$ cat src/rtl/dmem_pkg.sv
// Shared types for the stage-3 data-memory responder.
// - dmem_state_t : responder FSM state encoding
// - wb_entry_t   : one posted write (address + data) held in the write buffer
// The write-buffer entry widths are fixed here. The responder's ADDR_W/DATA_W
// parameters must match DMEM_ADDR_W/DMEM_DATA_W.
package dmem_pkg;

    localparam int DMEM_ADDR_W = 8;
    localparam int DMEM_DATA_W = 8;

    typedef enum logic [0:0] {
        IDLE    = 1'b0,
        RD_WAIT = 1'b1
    } dmem_state_t;

    typedef struct packed {
        logic [DMEM_ADDR_W-1:0] addr;
        logic [DMEM_DATA_W-1:0] data;
    } wb_entry_t;

endpackage

$ cat src/rtl/write_buffer_fifo.sv
// Circular write buffer for posted stores, with an associative lookup port.
// Ports:
//   clk, rst     clock, synchronous active-high reset (empties the buffer)
//   push         enqueue push_entry at the tail (caller never pushes when full)
//   push_entry   {addr, data} to enqueue
//   pop          dequeue the head (caller never pops when empty)
//   head_entry   oldest entry
//   count        occupied entries
//   full, empty  occupancy flags
//   lookup_addr  address searched across all valid entries
//   hit          some valid entry matches lookup_addr
//   hit_data     data of the youngest matching entry
import dmem_pkg::*;

module write_buffer_fifo #(
    parameter  int DEPTH = 4,
    localparam int PTR_W = $clog2(DEPTH),
    localparam int CNT_W = PTR_W + 1
) (
    input  logic                   clk,
    input  logic                   rst,
    input  logic                   push,
    input  wb_entry_t              push_entry,
    input  logic                   pop,
    output wb_entry_t              head_entry,
    output logic [CNT_W-1:0]       count,
    output logic                   full,
    output logic                   empty,
    input  logic [DMEM_ADDR_W-1:0] lookup_addr,
    output logic                   hit,
    output logic [DMEM_DATA_W-1:0] hit_data
);

    wb_entry_t        entries [DEPTH];
    logic [PTR_W-1:0] head_ptr;
    logic [PTR_W-1:0] tail_ptr;
    logic [CNT_W-1:0] count_q;
    logic [PTR_W-1:0] idx;

    always_ff @(posedge clk) begin
        if (rst) begin
            head_ptr <= '0;
            tail_ptr <= '0;
            count_q  <= '0;
        end else begin
            if (push) begin
                entries[tail_ptr] <= push_entry;
                tail_ptr          <= tail_ptr + 1'b1;
            end
            if (pop) begin
                head_ptr <= head_ptr + 1'b1;
            end
            case ({push, pop})
                2'b10:   count_q <= count_q + 1'b1;
                2'b01:   count_q <= count_q - 1'b1;
                default: count_q <= count_q;
            endcase
        end
    end

    assign head_entry = entries[head_ptr];
    assign count      = count_q;
    assign full       = (count_q == CNT_W'(DEPTH));
    assign empty      = (count_q == '0);

    // Walk from oldest to youngest; a later match overrides an earlier one,
    // so the youngest matching store wins.
    always_comb begin
        hit      = 1'b0;
        hit_data = '0;
        idx      = '0;
        for (int k = 0; k < DEPTH; k++) begin
            idx = head_ptr + PTR_W'(k);
            if ((CNT_W'(k) < count_q) && (entries[idx].addr == lookup_addr)) begin
                hit      = 1'b1;
                hit_data = entries[idx].data;
            end
        end
    end

endmodule

$ cat src/rtl/data_mem_responder.sv
// Memory-side responder for the stage-3 data-memory port. Owns the backing
// data array, posts stores through a write buffer, forwards buffered data to
// reads, and stalls the pipeline (mem_ready=0) for read misses.
// Ports:
//   clk, rst    clock, synchronous active-high reset
//   MemRead     read request
//   MemWrite    write request (wins over MemRead)
//   Address     request address
//   WriteData   write data
//   ReadData    read data, valid when MemRead & mem_ready
//   mem_ready   request completes this cycle; 0 stalls the pipeline
//   wb_count    occupied write-buffer entries
//   wb_empty    write buffer empty
//   proto_err   sticky; MemRead and MemWrite seen together in IDLE
//
// state   | meaning
// IDLE    | accept writes into the buffer, serve read hits, start read misses
// RD_WAIT | read miss in flight; array word captured, latency counting down
import dmem_pkg::*;

module data_mem_responder #(
    parameter  int ADDR_W       = 8,
    parameter  int DATA_W       = 8,
    parameter  int WB_DEPTH     = 4,
    parameter  int READ_LATENCY = 2,
    parameter  int DRAIN_CYCLES = 1,
    localparam int CNT_W        = $clog2(WB_DEPTH) + 1,
    localparam int LAT_W        = (READ_LATENCY > 1) ? $clog2(READ_LATENCY) : 1,
    localparam int DRN_W        = (DRAIN_CYCLES > 1) ? $clog2(DRAIN_CYCLES) : 1
) (
    input  logic              clk,
    input  logic              rst,
    input  logic              MemRead,
    input  logic              MemWrite,
    input  logic [ADDR_W-1:0] Address,
    input  logic [DATA_W-1:0] WriteData,
    output logic [DATA_W-1:0] ReadData,
    output logic              mem_ready,
    output logic [CNT_W-1:0]  wb_count,
    output logic              wb_empty,
    output logic              proto_err
);

    localparam logic [LAT_W-1:0] LAT_LOAD = LAT_W'(READ_LATENCY - 1);
    localparam logic [DRN_W-1:0] DRN_LOAD = DRN_W'(DRAIN_CYCLES - 1);

    dmem_state_t       state, next_state;
    logic [LAT_W-1:0]  lat_cnt;
    logic [DRN_W-1:0]  drain_cnt;
    logic [DATA_W-1:0] mem [2**ADDR_W];
    logic [DATA_W-1:0] rd_capt;
    logic [DATA_W-1:0] rd_last;

    logic              wb_push, wb_pop, wb_full, wb_hit;
    wb_entry_t         wb_head;
    logic [DATA_W-1:0] wb_hit_data;

    logic              rd_capture, hit_resp, miss_resp, proto_set;

    write_buffer_fifo #(.DEPTH(WB_DEPTH)) u_wb (
        .clk         (clk),
        .rst         (rst),
        .push        (wb_push),
        .push_entry  ('{addr: Address, data: WriteData}),
        .pop         (wb_pop),
        .head_entry  (wb_head),
        .count       (wb_count),
        .full        (wb_full),
        .empty       (wb_empty),
        .lookup_addr (Address),
        .hit         (wb_hit),
        .hit_data    (wb_hit_data)
    );

    // Head retires once its drain window expires; independent of the FSM.
    assign wb_pop = !wb_empty && (drain_cnt == '0);

    always_comb begin
        next_state = state;
        mem_ready  = 1'b1;
        wb_push    = 1'b0;
        rd_capture = 1'b0;
        hit_resp   = 1'b0;
        miss_resp  = 1'b0;
        proto_set  = 1'b0;
        case (state)
            IDLE: begin
                if (MemWrite) begin
                    proto_set = MemRead;
                    // Full is judged on the start-of-cycle count: a drain in
                    // the same cycle does not free a slot for this write.
                    if (wb_full) mem_ready = 1'b0;
                    else         wb_push   = 1'b1;
                end else if (MemRead) begin
                    if (wb_hit) begin
                        hit_resp = 1'b1;
                    end else begin
                        mem_ready  = 1'b0;
                        rd_capture = 1'b1;
                        next_state = RD_WAIT;
                    end
                end
            end
            RD_WAIT: begin
                if (!MemRead) begin
                    next_state = IDLE;
                end else if (lat_cnt != '0) begin
                    mem_ready = 1'b0;
                end else begin
                    miss_resp  = 1'b1;
                    next_state = IDLE;
                end
            end
            default: next_state = IDLE;
        endcase
    end

    always_ff @(posedge clk) begin
        if (rst) begin
            state <= IDLE;
        end else begin
            state <= next_state;
        end
    end

    always_ff @(posedge clk) begin
        if (rst) begin
            lat_cnt   <= '0;
            drain_cnt <= DRN_LOAD;
            rd_capt   <= '0;
            rd_last   <= '0;
            proto_err <= 1'b0;
            for (int i = 0; i < 2**ADDR_W; i++) mem[i] <= '0;
        end else begin
            if (rd_capture) begin
                lat_cnt <= LAT_LOAD;
                rd_capt <= mem[Address];
            end else if ((state == RD_WAIT) && MemRead && (lat_cnt != '0)) begin
                lat_cnt <= lat_cnt - 1'b1;
            end

            if (wb_empty || wb_pop) drain_cnt <= DRN_LOAD;
            else                    drain_cnt <= drain_cnt - 1'b1;

            // A miss means Address is not buffered, so this never hits the
            // same word as the capture above.
            if (wb_pop) mem[wb_head.addr] <= wb_head.data;

            if (hit_resp)       rd_last <= wb_hit_data;
            else if (miss_resp) rd_last <= rd_capt;

            if (proto_set) proto_err <= 1'b1;
        end
    end

    assign ReadData = hit_resp  ? wb_hit_data :
                      miss_resp ? rd_capt     : rd_last;

endmodule

$ cat config.mk
export PLATFORM = sky130hd
export DESIGN_NAME = data_mem_responder
export DESIGN_NICKNAME = d
export VERILOG_FILES = /design/src/rtl/dmem_pkg.sv /design/src/rtl/write_buffer_fifo.sv /design/src/rtl/data_mem_responder.sv
export SDC_FILE = /design/constraint.sdc
export NUM_CORES = 2
export LEC_CHECK = 0
export ABC_CLOCK_PERIOD_IN_PS = 2800
export CAP_MARGIN = 25
export CORE_MARGIN = 1.5
export CORE_UTILIZATION = 50
export CTS_CLUSTER_DIAMETER = 40
export DETAILED_ROUTE_END_ITERATION = 10
export GPL_ROUTABILITY_DRIVEN = 0
export PLACE_DENSITY = 0.68
export RECOVER_POWER = 25
export SLEW_MARGIN = 20
export SYNTH_ARGS = -nofsm -noshare
export SYNTH_HDL_FRONTEND = slang
export SYNTH_SLANG_ARGS = --single-unit
export TNS_END_PERCENT = 30
$ cat constraint.sdc
create_clock -name clk -period 2.8 [get_ports clk]
set_input_delay 0.42 -clock clk [delete_from_list [all_inputs] [get_ports clk]]
set_output_delay 0.42 -clock clk [all_outputs]
set_load 0.01 [all_outputs]
==> flow_summary.toml <==
[sta]
setup_viol = 158
rsz0062_at_grt = "true"
finalHoldViolCount = 0
final-max-slew-violation-count = 35
min_period_ps = 4180
slew_headroom_pct = -27.6
period_share_pct = 149
setup_tns_ps = -21620
whs_ps = 180
fin_worst_skew_ps = 84.4
worst_slew_pin_slew_ps = 1910
fin_ws_ps = -1380
fmax_mhz = 239

[logic_synthesis]
ys_ff_latch = 2141
synth_top_flop_cell = "edfxtp_1"
synth_warnings = 0
synth_area_sq_mm = 0.0961
seq_area_frac_synth_pct = 66.6
syn_avg_cell_area_sq_um = 13.6
async_flop_share_pct = 0
syn_nets = 7078
synth_cells = 7049
ys_types = 70
synth_edf_count = 2112

[layout]
drive_above_1_share_pct = 28.1
layout_common_cells = "edfxtp_1, nor2_1, buf_4"
area_growth_pct = 25.1
nets = 7984
layout_commonest_cell = "edfxtp_1"
fillers = 13551
post-route-util_pct = 63.0

[critical_path]
crit_family = "buffers and inverters"
cp_num_buf_inv = 5
crit_chain = "buf_12 -> mux4_2 -> xor2_2 -> or4_4 -> a211oi_4 -> buf_12 -> buf_6 -> o41ai_4 -> buf_4 -> a21oi_2 -> a22o_1 -> buf_2"
path_max_fanout = 6
required_ps = 2380
worst_path_most_repeated_cell = "buf_12"
worst_setup_path_end_kind = "output pin"
slowest_stage = "mux4_2"
crit_start = "u_wb.head_ptr[0]"
crit_arrival_ps = 3760
slowest_delay_ps = 530
worstSetupPathType = "reg -> out"
r2r-start = "u_wb.head_ptr[0]"
critPathLaunchType = "flip-flop"

[clock_network]
cts_buffer_depth = 4
clkLatencyLatePin_ps = 960
tritoncts = "done"
cts-htree-levels = 5
numCtsBuffers = 302
cts_sinks = 2141
cts-root-buf = "clkbuf_16"
clk_pin_slew_ps = 60

[job]
maxCapViolCount = 1

[placed_design]
dp_hpwl_microns = 185000
pre_cts_slack_ps = -1120
io_buffers = 33

[min_path]
hp-class = "in -> reg"
hold_start = "WriteData[3]"

[pwr]
peakVddDrop_uv = 957
powerDensity_mw_per_mm2 = 751
leakagePower_nw = 46.2
finalPower_w = 0.0903

[floorplanning]
core_area_sq_mm = 0.191
num_rows = 160
dieWidth_microns = 441
dieArea_sq_mm = 0.195
die_h_microns = 441
start_util_pct = 50.4
ios = 34

[detailed_routing]
vias = 64939
drtPass1Iterations = 6
wire_per_inst_microns = 26.5
routed_wl_microns = 284000
drtIter0Drc = 8698
antenna_left = 0
drc = 0
viasPerCell = 6.07

[global_routing]
grt_max_degree = 164
grt_pass1_wl_microns = 415000
overflow = 0
grt.total_usage_pct = 28.8
grt_antenna_before_repair = 9
grt_pass1_vias = 64048

[outcome]
status = "finished with violations"
violations = "max-capacitance violations, max-slew violations, negative setup slack"
## metal layers
metal	part of all wire, %	vias to the layer above	GRT usage [%]
met1	38	32549	39.7
li1	-	27757	-
met4	4.3	2	11.7
met3	12	666	6.24
met2	46	3965	44.8
met5	0.0049	-	0
## timing repair
| action | CTS | global route |
|---|---|---|
| buffers inserted | 18 | 20 |
| cloned | 2 | 8 |
| gates resized for setup | 103 | 173 |
| pin swaps | 23 | 29 |
| setup endpoints to repair | 840 | 921 |
| hold buffers | 5 | 0 |
| endpoints found under the hold margin | 20 | 0 |
## worst reg2reg max path, stage by stage (launching register included)
cell and delay [ps]:
dfxtp_4 370, buf_12 110, buf_12 110, mux4_2 500, xor2_1 180, nor2_1 90, o2111ai_2 110, nor4_4 80
buf_4 170, or4_4 640, buf_6 190, nor3_4 300, a32o_1 220
## synth_stat cells, drive strengths merged, types with 53 or more instances
cell / number / area, sq um
edfxtp: 2112 / 63400
nor2: 2133 / 8010
o221ai: 73 / 639
o21ai: 83 / 415
o22ai: 53 / 332
mux4: 402 / 9050
nand2: 353 / 1330
clkbuf: 336 / 1260
buf: 208 / 1140
mux2i: 384 / 3840
a21oi: 164 / 825
a22oi: 64 / 480
nand2b: 274 / 1710
## power breakdown
group | switching (W) | internal, W | total, W
combinational | 0.0108 | 0.00485 | 0.0157
sequential | 0.000408 | 0.0363 | 0.0367
clock | 0.0147 | 0.0232 | 0.0379
total | 0.0259 | 0.0644 | 0.0903
## kinds of logic after synthesis
kind of cell	Yosys count	share of synthesized area, %
simple gates	2913	12.5
buf+inv	557	2.55
xor+xnor	42	0.383
other cells	1	0.00390
mux	836	14.0
compound gates	550	3.84
flops	2141	66.6
fa+ha+maj	9	0.117
## through the flow
stage               std cells  area [sq um]
floorplan                7049         96200
CTS                     10667        119000
global placement        10118        109000
detailed placement      10118        109000
finish                  10695        120000
global route            10690        120000
## worst paths after layout
path	to	slack (ps)	depth (start not counted)
min	u_wb.entries[2][3]	180	1
max reg2reg	rd_capt[4]	-290	12
min reg2reg	lat_cnt	510	2
max	ReadData[2]	-1380	12
## layout make-up
type / count / area [sq um] / area share, %
Inverter: 13 / 55.1 / 0.0458
Tap cell: 2511 / 3140 / 2.62
Clock buffer: 327 / 7800 / 6.49
Timing Repair Buffer: 1146 / 12200 / 10.1
Antenna cell: 7 / 17.5 / 0.0146
Multi-Input combinational cell: 4351 / 30800 / 25.6
Sequential cell: 2141 / 64000 / 53.3
Clock inverter: 199 / 2160 / 1.80
## registers in the layout, indices dropped and copies added (netlist names), named ones only
signal and count:
proto_err 1, rd_last 8, state 1, lat_cnt 1, u_wb.head_ptr 2, u_wb.count 3
mem 2048, u_wb.entries 64, rd_capt 8, u_wb.tail_ptr 2, drain_cnt 1
Power figures use the tool's default switching activity.
